$ cat config.mk
export PLATFORM = sky130hd
export DESIGN_NAME = flit_rx_buffer_flat
export DESIGN_NICKNAME = d
export VERILOG_FILES = /design/src/rtl/flit_rx_buffer_if.sv /design/src/rtl/flit_rx_buffer.sv /design/src/flat_wrapper.sv
export SDC_FILE = /design/constraint.sdc
export NUM_CORES = 1
export LEC_CHECK = 0
export ABC_AREA = 1
export ABC_CLOCK_PERIOD_IN_PS = 3200
export CELL_PAD_IN_SITES_DETAIL_PLACEMENT = 0
export CELL_PAD_IN_SITES_GLOBAL_PLACEMENT = 1
export CORE_MARGIN = 3
export CORE_UTILIZATION = 44
export DETAILED_ROUTE_END_ITERATION = 6
export PLACE_DENSITY_LB_ADDON = 0.1
export SETUP_SLACK_MARGIN = 0.05
export SYNTH_ARGS = -nofsm -noshare
export SYNTH_HDL_FRONTEND = slang
export SYNTH_SLANG_ARGS = --single-unit
$ cat constraint.sdc
create_clock -name clk_i -period 3.2 [get_ports clk_i]
set_input_delay 0.8 -clock clk_i [delete_from_list [all_inputs] [get_ports clk_i]]
set_output_delay 0.8 -clock clk_i [all_outputs]
set_load 0.01 [all_outputs]
$ cat src/rtl/flit_rx_buffer_if.sv
// Single-channel req/ack/data flit link. A flit moves on a rising edge where req and ack
// are both high; the master drives req/data, the slave drives ack.
interface flit_rx_buffer_if #(
    parameter int unsigned Width = 8
) ();
    logic             req;
    logic             ack;
    logic [Width-1:0] data;

    modport master (output req, output data, input ack);
    modport slave  (input req, input data, output ack);
endinterface

$ cat src/rtl/flit_rx_buffer.sv
// Receive-side flit buffer: accepts flits from an upstream req/ack link into a small FIFO,
// re-presents them downstream on the same protocol and counts accepted flits.
module flit_rx_buffer #(
    parameter int unsigned Width = 8,
    parameter int unsigned Depth = 4,
    parameter int unsigned Aw    = 2,
    parameter int unsigned CntW  = 16
) (
    input  logic                   clk_i,
    input  logic                   rst_ni,
    flit_rx_buffer_if.slave        rx_if,
    flit_rx_buffer_if.master       out_if,
    output logic [Aw:0]            fill_o,
    output logic [CntW-1:0]        rx_count_o
);

    localparam logic [Aw:0] FullLvl = (Aw + 1)'(Depth);

    logic [Width-1:0] mem_q [Depth];
    logic [Aw-1:0]    wr_ptr_q, wr_ptr_d;
    logic [Aw-1:0]    rd_ptr_q, rd_ptr_d;
    logic [Aw:0]      fill_q, fill_d;
    logic [CntW-1:0]  rx_count_q, rx_count_d;
    logic             rx_ack_q, rx_ack_d;
    logic             out_req;
    logic             push, pop;

    assign out_req = (fill_q != '0);
    assign push    = rx_if.req & rx_ack_q;
    assign pop     = out_req & out_if.ack;

    always_comb begin
        wr_ptr_d   = wr_ptr_q;
        rd_ptr_d   = rd_ptr_q;
        fill_d     = fill_q;
        rx_count_d = rx_count_q;
        if (push) begin
            wr_ptr_d   = wr_ptr_q + Aw'(1);
            rx_count_d = rx_count_q + CntW'(1);
        end
        if (pop) begin
            rd_ptr_d = rd_ptr_q + Aw'(1);
        end
        unique case ({push, pop})
            2'b10:   fill_d = fill_q + (Aw + 1)'(1);
            2'b01:   fill_d = fill_q - (Aw + 1)'(1);
            default: fill_d = fill_q;
        endcase
        // Registered accept: looks only at the post-edge occupancy, never at rx_if.req.
        rx_ack_d = (fill_d != FullLvl);
    end

    always_ff @(posedge clk_i or negedge rst_ni) begin
        if (!rst_ni) begin
            wr_ptr_q   <= '0;
            rd_ptr_q   <= '0;
            fill_q     <= '0;
            rx_count_q <= '0;
            rx_ack_q   <= 1'b0;
        end else begin
            wr_ptr_q   <= wr_ptr_d;
            rd_ptr_q   <= rd_ptr_d;
            fill_q     <= fill_d;
            rx_count_q <= rx_count_d;
            rx_ack_q   <= rx_ack_d;
        end
    end

    // Storage needs no reset: fill/pointers clearing makes stale entries unreachable.
    always_ff @(posedge clk_i) begin
        if (push) begin
            mem_q[wr_ptr_q] <= rx_if.data;
        end
    end

    assign rx_if.ack   = rx_ack_q;
    assign out_if.req  = out_req;
    assign out_if.data = mem_q[rd_ptr_q];
    assign fill_o      = fill_q;
    assign rx_count_o  = rx_count_q;

endmodule

$ cat src/flat_wrapper.sv
// flat-port wrapper written by rule: the top's interface ports become plain ports
module flit_rx_buffer_flat 
#(
    parameter int unsigned Width = 8,
    parameter int unsigned Depth = 4,
    parameter int unsigned Aw    = 2,
    parameter int unsigned CntW  = 16
)
  (clk_i, rst_ni, fill_o, rx_count_o, rx_if_req, rx_if_data, rx_if_ack, out_if_req, out_if_data, out_if_ack);
  flit_rx_buffer_if #(.Width(Width)) rx_if_i ();
  flit_rx_buffer_if #(.Width(Width)) out_if_i ();
  input  logic clk_i;
  input  logic rst_ni;
  output logic [Aw:0] fill_o;
  output logic [CntW-1:0] rx_count_o;
  input wire logic [$bits(rx_if_i.req)-1:0] rx_if_req;
  input wire logic [$bits(rx_if_i.data)-1:0] rx_if_data;
  output wire logic [$bits(rx_if_i.ack)-1:0] rx_if_ack;
  output wire logic [$bits(out_if_i.req)-1:0] out_if_req;
  output wire logic [$bits(out_if_i.data)-1:0] out_if_data;
  input wire logic [$bits(out_if_i.ack)-1:0] out_if_ack;
  assign rx_if_i.req = rx_if_req;
  assign rx_if_i.data = rx_if_data;
  assign rx_if_ack = rx_if_i.ack;
  assign out_if_req = out_if_i.req;
  assign out_if_data = out_if_i.data;
  assign out_if_i.ack = out_if_ack;
  flit_rx_buffer #(.Width(Width), .Depth(Depth), .Aw(Aw), .CntW(CntW)) u_core (.clk_i(clk_i), .rst_ni(rst_ni), .rx_if(rx_if_i), .out_if(out_if_i), .fill_o(fill_o), .rx_count_o(rx_count_o));
endmodule
==> results of run 1 <==
## per-layer routing
layer  routed length [microns]  up-vias
met1                      2305      764
met5                         0        -
li1                          -      837
met4                        45        0
met3                       333        4
met2                      1847       43
## final cells by class
type	instances	area, sq um	share of cell area, %
Sequential cell	56	1562	50.94
Multi-Input combinational cell	139	778.2	25.39
Timing Repair Buffer	47	452.9	14.78
Inverter	26	100.1	3.265
Tap cell	70	87.58	2.857
Clock buffer	6	72.57	2.367
Clock inverter	2	12.51	0.4082
## path summary, 6_finish.rpt
path / start / to / slack (ns) / cells after the start
hold / removal: u_core.rx_count_o[4]$_DFFE_PN0P_ / u_core.rx_count_o[4]$_DFFE_PN0P_ / 0.53 / 1
min in group asynchronous: rst_ni / u_core.rx_count_o[8]$_DFFE_PN0P_ / 0.87 / 2
setup / recovery: u_core.rd_ptr_q[1]$_DFFE_PN0P_ / out_if_data[7] / 0.45 / 4
max in group asynchronous: rst_ni / u_core.rx_count_o[1]$_DFFE_PN0P_ / 2.08 / 2
setup reg to reg: u_core.fill_o[0]$_DFF_PN0_ / u_core.rx_if.ack$_DFF_PN0_ / 1.22 / 11
hold reg to reg: u_core.rx_count_o[4]$_DFFE_PN0P_ / u_core.rx_count_o[4]$_DFFE_PN0P_ / 0.53 / 1
## cells in the mapped netlist
| library cell | count |
|---|---|
| o21ai_0 | 19 |
| nor2_1 | 34 |
| nor2_2 | 4 |
| o22ai_1 | 8 |
| or2_0 | 1 |
| o21ai_1 | 2 |
| nor3_1 | 1 |
| buf_6 | 3 |
| edfxtp_1 | 32 |
| fa_1 | 1 |
| nand2_2 | 4 |
| nand2_1 | 34 |
| nand3_2 | 2 |
| nor2_4 | 2 |
| clkinv_1 | 2 |
| nand3_1 | 2 |
| ha_1 | 6 |
| inv_1 | 23 |
| inv_4 | 1 |
| xor2_1 | 7 |
| nand3b_1 | 4 |
| xnor2_1 | 5 |
| buf_2 | 1 |
| o21bai_1 | 1 |
| clkbuf_1 | 1 |
| dfrtp_1 | 24 |
| a21oi_1 | 1 |
| nand2_4 | 1 |
## sequential cells by signal (all words and copies together) (netlist names)
name / flops
u_core.mem_q: 32
u_core.rx_count_o: 16
u_core.rd_ptr_q: 2
u_core.rx_if.ack: 1
u_core.wr_ptr_q: 2
u_core.fill_o: 3
## power by group
part	leakage, nW	total [mW]	internal [mW]	switching, mW
clock	0.0412	0.369	0.153	0.216
combinational	0.604	0.928	0.445	0.483
sequential	0.598	1.04	0.931	0.110
## kinds of logic after synthesis
kind of cell,Yosys count,synth area share [%]
xor gates and xnor gates,12,4.234
buffers and inverters,31,5.746
and+or+nand+nor,89,16.53
DFF,56,62.90
adders and majority gates,7,3.831
AOI/OAI and AO/OA,31,6.754
## critical path: cells and delay by family (launching register included)
family,cells,cell delay [ns]
flip-flops,1,0.52
AO/OA/AOI/OAI,2,0.29
buffers and inverters,2,0.84
## metrics by stage
step	setup slack, ns	hold WS, ns	utilization, %
2_1_floorplan	0.9660	0.5044	-
3_3_place_gp	0.6045	0.5107	56.55
3_5_place_dp	0.5207	0.5166	56.55
4_1_cts	0.4178	0.5345	58.17
5_1_grt	0.2721	0.5567	58.17
6_report	0.4455	0.5265	58.17
==> metrics.yaml, run 1 <==
status: "finished, final reports clean"
layout_common_cells: "clkdlybuf4s50_1 (40), nand2_1 (34), nor2_1 (34)"
cts_buffer_depth: 2
clkSlewWorstSetupHoldPaths_ns: 0.09
cp-start-kind: "flop"
grt.total_usage_pct: 15.55
vias: 1648
worstPathArrival_ns: 1.95
drive_above_1_share_pct: 10.14
p_leak_nw: 1.243
gr-usage-met2_pct: 23.07
final_cells: 346
placed_cell_area_sq_mm: 0.002980
critPathMaxFanout: 10
synth_area_per_cell_sq_um: 10.98
num-nets-final: 294
powerDensity_mw_per_mm2: 762.9
yosys.cell_types.count: 28
grt_pass1_vias: 1574
slowest_stage: "clkdlybuf4s50_1"
gp_congestion: 0.7517
required_ns: 2.40
placed_cells: 338
dieArea_sq_mm: 0.006579
synthTopCellsByArea: "edfxtp_1 (39%), dfrtp_1 (24%), nand2_1 (5.1%), nor2_1 (5.1%), o21ai_0 (3.8%)"
post-route-period-util_pct: 86.08
floorplan.rows: 26
gr-total-overflow: 0
firstDrtPassIters: 4
tightest_slew_ns: 0.5269
synth_cells: 226
fp.dieW_microns: 81.11
area_growth_syn_to_layout_pct: 23.49
finalPower_mw: 2.339
nFillCells: 490
grt_setup_unrepaired: "no"
initial_core_util_pct: 47.10
cts_made_buffers: 5
routedWlPerCell_microns: 13.10
relSlewSlack_pct: 64.83
setup_viol: 0
dp_hpwl_mm: 3.131
clock.fmax_mhz: 363.0
grt_pass1_wl_mm: 7.617
drc: 0
use_met1_pct: 21.88
finalHoldViolCount: 0
syn_nets: 245
hp-class: "reg2reg"
clockRootBuffer: "clkbuf_8"
final_common_cell: "clkdlybuf4s50_1"
tns_ns: 0
path_cells: "inv_1, o21ai_0, o22ai_1, clkdlybuf4s50_1"
final_antenna_net_count: 0
io_buffers: 40
finalCriticalPeriod_ns: 2.754
design_area_sq_mm: 0.003065
cts.htree.levels: 2
core-area_sq_mm: 0.005270
slew_violations: 0
synth_seq_area_share_pct: 62.90
syn_area_sq_mm: 0.002482
synth_area_leader_cell: "edfxtp_1"
grt_max_degree: 25
end_kind: "output port"
cts_tree: "built"
vdd_drop_max_mv: 0.4935
worstSetupPathType: "reg2out"
synth_top_area_share_pct: 38.71
use_met3_pct: 4.656
cpPeakStageDelay_ns: 0.56
postCtsHoldBufs: 0
ys_seq_elements: 56
ios: 41
routed_via_density: 4.763
drt_iter0_markers: 60
cts_sinks: 56
antenna_found_initial: 0
cts_resized: 0
grt_most_used_layer: "met2"
post_cts.repair.setup_buffers: 0
wirelength_mm: 4.532
diodes: 0
yosys_warnings: 0
skew_ns: 0.009324
clkLatencyLatePin_ns: 0.30
dieHeight_microns: 81.11
maxCapViolCount: 0
Power figures use the tool's default switching activity.
==> inputs of run 2 (changes only) <==
--- a/config.mk
+++ b/config.mk
@@ -12,7 +12,8 @@
 export CORE_MARGIN = 3
 export CORE_UTILIZATION = 44
 export DETAILED_ROUTE_END_ITERATION = 6
-export PLACE_DENSITY_LB_ADDON = 0.1
+export PLACE_DENSITY_LB_ADDON = 0.08
+export REMOVE_ABC_BUFFERS = 1
 export SETUP_SLACK_MARGIN = 0.05
 export SYNTH_ARGS = -nofsm -noshare
 export SYNTH_HDL_FRONTEND = slang
==> run 2 against run 1 <==
  * Setup slack got worse by 0.060 ns
  * Design area did not move
  * Sequential power barely moved
  * Critical path depth did not move
  * Sequential share of layout area did not move
  * Count of clock-buffer cells in the layout did not move
  * Hold slack barely moved
  * Power rose by 0.30%
  * Critical path type unchanged
  * Highest routed layer unchanged
==> metrics.yaml, run 2 (synthesis results as in run 1) <==
status: "finished, final reports clean"
dieArea_sq_mm: 0.006579  # unchanged
finalCriticalPeriod_ns: 2.815  # +0.06038 ns
drive_above_1_share_pct: 10.14  # unchanged
clkLatencyLatePin_ns: 0.30  # about the same
skew_ns: 0.008456  # -0.0008678 ns
ios: 41  # unchanged
grt_max_degree: 25  # unchanged
tns_ns: 0  # unchanged
gr-total-overflow: 0  # unchanged
drt_iter0_markers: 91  # +52%
gp_congestion: 0.7686  # +2.2%
slew_violations: 0  # unchanged
pwr-share-clk_pct: 15.6  # -0.2 points
critPathMaxFanout: 17  # +7
power.switching_mw: 0.8150  # +0.78%
postCtsHoldBufs: 0  # unchanged
cts_sinks: 56  # unchanged
clockRootBuffer: "clkbuf_8"
pre_cts_slack_ns: 0.5050  # -0.01570 ns
end_kind: "output port"
final_common_cell: "clkdlybuf4s50_1"
hp-class: "reg2reg"
layout_common_cells: "clkdlybuf4s50_1 (40), nand2_1 (34), nor2_1 (34)"
cts_tree: "built"
p_int_mw: 1.531  # about the same
hold_ws_ns: 0.5264  # -0.00006600 ns
finalHoldViolCount: 0  # unchanged
io_buffers: 40  # unchanged
post-route-period-util_pct: 87.96  # +1.9 points
routedWlPerCell_microns: 13.29  # +1.5%
critPathBufInv: 2  # unchanged
grt.total_usage_pct: 15.93  # +0.38 points
cts_resized: 0  # unchanged
slowest_stage: "clkdlybuf4s50_1"
setup_viol: 0  # unchanged
p_leak_nw: 1.243  # unchanged
post_cts.repair.setup_buffers: 0  # unchanged
seq_power_share_pct: 44.5  # about the same
num-nets-final: 294  # unchanged
pwr-share-comb_pct: 39.9  # +0.2 points
dp_hpwl_mm: 3.083  # -1.6%
cp_top_family: "buffers and inverters"
relSlewSlack_pct: 63.88  # -0.95 points
grt_pass1_wl_mm: 7.783  # +2.2%
clkSlewWorstSetupHoldPaths_ns: 0.10  # about the same
drc: 0  # unchanged
grt_pass1_vias: 1549  # -1.6%
swShare_pct: 34.75  # +0.17 points
required_ns: 2.40  # about the same
vias: 1682  # +2.1%
diodes: 0  # unchanged
tightest_slew_ns: 0.5411  # +0.01420 ns
worstPathArrival_ns: 2.01  # +0.06 ns
initial_core_util_pct: 47.10  # unchanged
powerDensity_mw_per_mm2: 765.2  # +0.30%
cpPeakStageDelay_ns: 0.57  # about the same
wirelength_mm: 4.599  # +1.5%
cp-start-kind: "flop"
final_antenna_net_count: 0  # unchanged
cts_buffer_depth: 2  # unchanged
routed_via_density: 4.861  # +2.1%
vdd_drop_max_mv: 0.4322  # -12%
worst_slack_ns: 0.3851  # -0.06038 ns
firstDrtPassIters: 4  # unchanged
antenna_found_initial: 0  # unchanged
core-area_sq_mm: 0.005270  # unchanged
dieHeight_microns: 81.11  # unchanged
cts_made_buffers: 5  # unchanged
path_cells: "inv_1, o21ai_0, o22ai_1, clkdlybuf4s50_1"
cts.htree.levels: 2  # unchanged
fp.dieW_microns: 81.11  # unchanged
regMostFlops: "u_core.mem_q"
grt_setup_unrepaired: "no"
floorplan.rows: 26  # unchanged
worstSetupPathType: "reg2out"
clock.fmax_mhz: 355.3  # -2.1%
largest_register_ffs: 32  # unchanged
area_growth_syn_to_layout_pct: 23.49  # unchanged
maxCapViolCount: 0  # unchanged
==> run 2: cell counts in the layout (fill, tap and decap cells not counted) <==
No cell type changed its count.
==> run 2: power groups by stage <==
stage          Combinational, mW  Sequential, mW  Clock [mW]
2_1_floorplan              0.450            1.08           0
3_3_place_gp               0.939            1.06           0
3_5_place_dp               0.950            1.06           0
4_1_cts                    0.953            1.05       0.379
5_1_grt                     1.06            1.06       0.412
6_report                   0.936            1.04       0.367
==> run 2: final timing paths <==
path,from,endpoint,slack (ns),cells after the start
worst min-delay path,u_core.rx_count_o[15]$_DFFE_PN0P_,u_core.rx_count_o[15]$_DFFE_PN0P_,0.53,2
worst max register to register,u_core.fill_o[0]$_DFF_PN0_,u_core.rx_if.ack$_DFF_PN0_,1.24,11
max in group asynchronous,rst_ni,u_core.rx_count_o[3]$_DFFE_PN0P_,2.06,2
worst max-delay path,u_core.rd_ptr_q[0]$_DFFE_PN0P_,out_if_data[7],0.39,4
min in group asynchronous,rst_ni,u_core.rd_ptr_q[1]$_DFFE_PN0P_,0.87,2
worst min register to register,u_core.rx_count_o[15]$_DFFE_PN0P_,u_core.rx_count_o[15]$_DFFE_PN0P_,0.53,2
==> run 2: final cells by class <==
type / instances / area [sq um]
sequential: 56 / 1562
fill: 487 / 2205
tap: 70 / 87.58
clock buffer: 6 / 72.57
clock inverter: 2 / 12.51
timing repair buffer: 47 / 452.9
inverter: 26 / 100.1
multi-input combinational: 139 / 778.2
==> run 2: layer usage <==
layer	wire, microns	GRT usage, %	share of wire, %	vias up
met2	2057	23.81	45	41
li1	-	-	-	838
met5	0	0	0	-
met4	62	5.068	1.3	0
met1	2285	22.94	50	796
met3	193	3.769	4.2	7
==> run 2: worst reg2reg max path, cell delays in order, from the launching register on <==
cell	delay, ns
dfrtp_1	0.39
inv_1	0.08
nand3_1	0.10
nand2_1	0.07
inv_1	0.08
ha_1	0.14
inv_1	0.06
fa_1	0.38
or2_0	0.22
nand2_1	0.08
xor2_1	0.18
nand2_1	0.07
==> run 2: per-stage QoR <==
stage	instances	cell area (sq um)	util, %	total power [mW]
after floorplan	221	2440	-	1.529
after CTS	346	3065	58.17	2.378
after global routing	346	3065	58.17	2.533
after detailed placement	338	2980	56.55	2.009
final	346	3065	58.17	2.346
after global placement	338	2980	56.55	1.998
==> inputs of run 3 (changes only) <==
--- a/config.mk
+++ b/config.mk
@@ -7,14 +7,17 @@
 export LEC_CHECK = 0
 export ABC_AREA = 1
 export ABC_CLOCK_PERIOD_IN_PS = 3200
+export CAP_MARGIN = 20
 export CELL_PAD_IN_SITES_DETAIL_PLACEMENT = 0
 export CELL_PAD_IN_SITES_GLOBAL_PLACEMENT = 1
 export CORE_MARGIN = 3
 export CORE_UTILIZATION = 44
 export DETAILED_ROUTE_END_ITERATION = 6
+export GPL_TIMING_DRIVEN = 0
 export PLACE_DENSITY_LB_ADDON = 0.08
 export REMOVE_ABC_BUFFERS = 1
 export SETUP_SLACK_MARGIN = 0.05
+export SLEW_MARGIN = 20
 export SYNTH_ARGS = -nofsm -noshare
 export SYNTH_HDL_FRONTEND = slang
 export SYNTH_SLANG_ARGS = --single-unit
==> run 3 against run 2 <==
  * Largest power group unchanged
  * Register-to-register slack worse by 0.10 ns
  * Setup slack worse by 0.11 ns
  * Critical endpoint unchanged
  * Design area is 1.5% lower
  * Critical path depth stayed put
  * Hold slack worse by 0.040 ns
==> metrics.yaml, run 3 (synthesis results as in run 1) <==
status: "finished, final reports clean"
antenna_found_initial: 0  # unchanged
drt-met1-wl_mm: 2.199  # -3.8%
powerDensity_mw_per_mm2: 774.1  # +1.2%
drc: 0  # unchanged
diodes: 0  # unchanged
worstPathArrival_ns: 2.13  # +0.12 ns
highest_layer: "met4"
routedWlPerCell_microns: 13.14  # -1.1%
dieHeight_microns: 81.11  # unchanged
floorplan.rows: 26  # unchanged
clockRootBuffer: "clkbuf_8"
grt_pass1_vias: 1552  # +0.19%
r2r_start: "u_core.fill_o[0]$_DFF_PN0_"
cts_resized: 0  # unchanged
slew_violations: 0  # unchanged
cts_made_buffers: 5  # unchanged
vias: 1636  # -2.7%
wl_met3_microns: 176  # -8.8%
final_cells: 339  # -2.0%
grt.total_usage_pct: 14.91  # -1.0 points
drive_above_1_share_pct: 9.294  # -0.85 points
post-route-period-util_pct: 91.41  # +3.4 points
placed_cells: 331  # -2.1%
relSlewSlack_pct: 42.61  # -21 points
area_growth_syn_to_layout_pct: 21.62
cts_tree: "built"
clkLatencyLatePin_ns: 0.31  # about the same
p_leak_nw: 1.208  # -2.8%
gr-total-overflow: 0  # unchanged
hp-class: "in2async"
firstDrtPassIters: 4  # unchanged
critPathMaxFanout: 18  # +1
gp_congestion: 0.7477  # -2.7%
initial_core_util_pct: 47.10  # unchanged
layout_common_cells: "clkdlybuf4s50_1 (39), nand2_1 (34), nor2_1 (34)"
maxCapViolCount: 0  # unchanged
cp-start-kind: "flop"
met2_length_mm: 2.017  # -1.9%
cts.htree.levels: 2  # unchanged
finalHoldViolCount: 0  # unchanged
path_cells: "clkinvlp_4, o21ai_0, o22ai_1, clkdlybuf4s50_1"
setup_viol: 0  # unchanged
required_ns: 2.40  # about the same
clock.fmax_mhz: 341.9  # -3.8%
cts_buffer_depth: 2  # unchanged
dp_hpwl_mm: 2.982  # -3.3%
tns_ns: 0  # unchanged
routed_via_density: 4.826  # -0.73%
regMostFlops: "u_core.mem_q"
num-nets-final: 287  # -2.4%
io_buffers: 40  # unchanged
skew_ns: 0.007039  # -0.001418 ns
fp.dieW_microns: 81.11  # unchanged
grt_max_degree: 25  # unchanged
end_kind: "output port"
critPathBufInv: 2  # unchanged
tightest_slew_ns: 0.8576  # +0.3165 ns
core-area_sq_mm: 0.005270  # unchanged
vdd_drop_max_mv: 0.3918  # -9.3%
final_common_cell: "clkdlybuf4s50_1"
cp_top_family: "buffers and inverters"
dieArea_sq_mm: 0.006579  # unchanged
wirelength_mm: 4.456  # -3.1%
post_cts.repair.setup_buffers: 0  # unchanged
critPathLaunch: "u_core.rd_ptr_q[0]$_DFFE_PN0P_"
largest_register_ffs: 32  # unchanged
grt_setup_unrepaired: "no"
ios: 41  # unchanged
worstSetupPathType: "reg2out"
grt_pass1_wl_mm: 7.389  # -5.1%
clkSlewWorstSetupHoldPaths_ns: 0.10  # about the same
slowest_stage: "dfrtp_2"
cpPeakStageDelay_ns: 0.59  # +0.02 ns
drt_iter0_markers: 54  # -41%
final_antenna_net_count: 0  # unchanged
finalCriticalPeriod_ns: 2.925  # +0.1104 ns
cts_sinks: 56  # unchanged
postCtsHoldBufs: 0  # unchanged
run 3: cell type report:
type,instances,area [sq um]
fillers,471,2251
flip-flops and latches,56,1563
multi-input cells,139,778.2
repair buffers,40,395.4
inverters,26,103.9
well taps,70,87.58
clock buffers,5,68.82
clock inverters,3,22.52
run 3: power by group:
| group | internal, mW | switching, mW |
|---|---|---|
| Clock | 0.157 | 0.231 |
| Combinational | 0.421 | 0.453 |
| Sequential | 0.934 | 0.141 |
run 3: final timing paths:
path                            depth (start not counted)                               end  slack (ns)
worst min-delay path                                    1  u_core.rx_count_o[8]$_DFFE_PN0P_        0.49
min in group clk_i                                      1  u_core.rx_count_o[4]$_DFFE_PN0P_        0.53
worst max-delay path                                    4                    out_if_data[7]        0.27
worst min register to register                          1  u_core.rx_count_o[4]$_DFFE_PN0P_        0.53
max in group asynchronous                               1    u_core.rd_ptr_q[0]$_DFFE_PN0P_        2.28
worst max register to register                         11        u_core.rx_if.ack$_DFF_PN0_        1.14
run 3: per-stage QoR:
step           instance area, sq um  util (%)  hold WS (ns)  total power [mW]  setup slack [ns]
4_1_cts                        3014     57.19        0.5003             2.359           0.06016
5_1_grt                        3019     57.29        0.5209             2.501           0.07622
2_1_floorplan                  2440         -        0.5044             1.529            0.9539
3_5_place_dp                   2923     55.46        0.5108             1.967            0.3463
3_3_place_gp                   2928     55.56        0.5093             1.966            0.3681
6_report                       3019     57.29        0.4865             2.337            0.2747
run 3: metal layers:
metal	vias to the layer above	global-route usage (%)
met2	33	23.48
met4	0	5.068
met3	5	3.548
met1	774	20.29
met5	-	0
li1	824	-
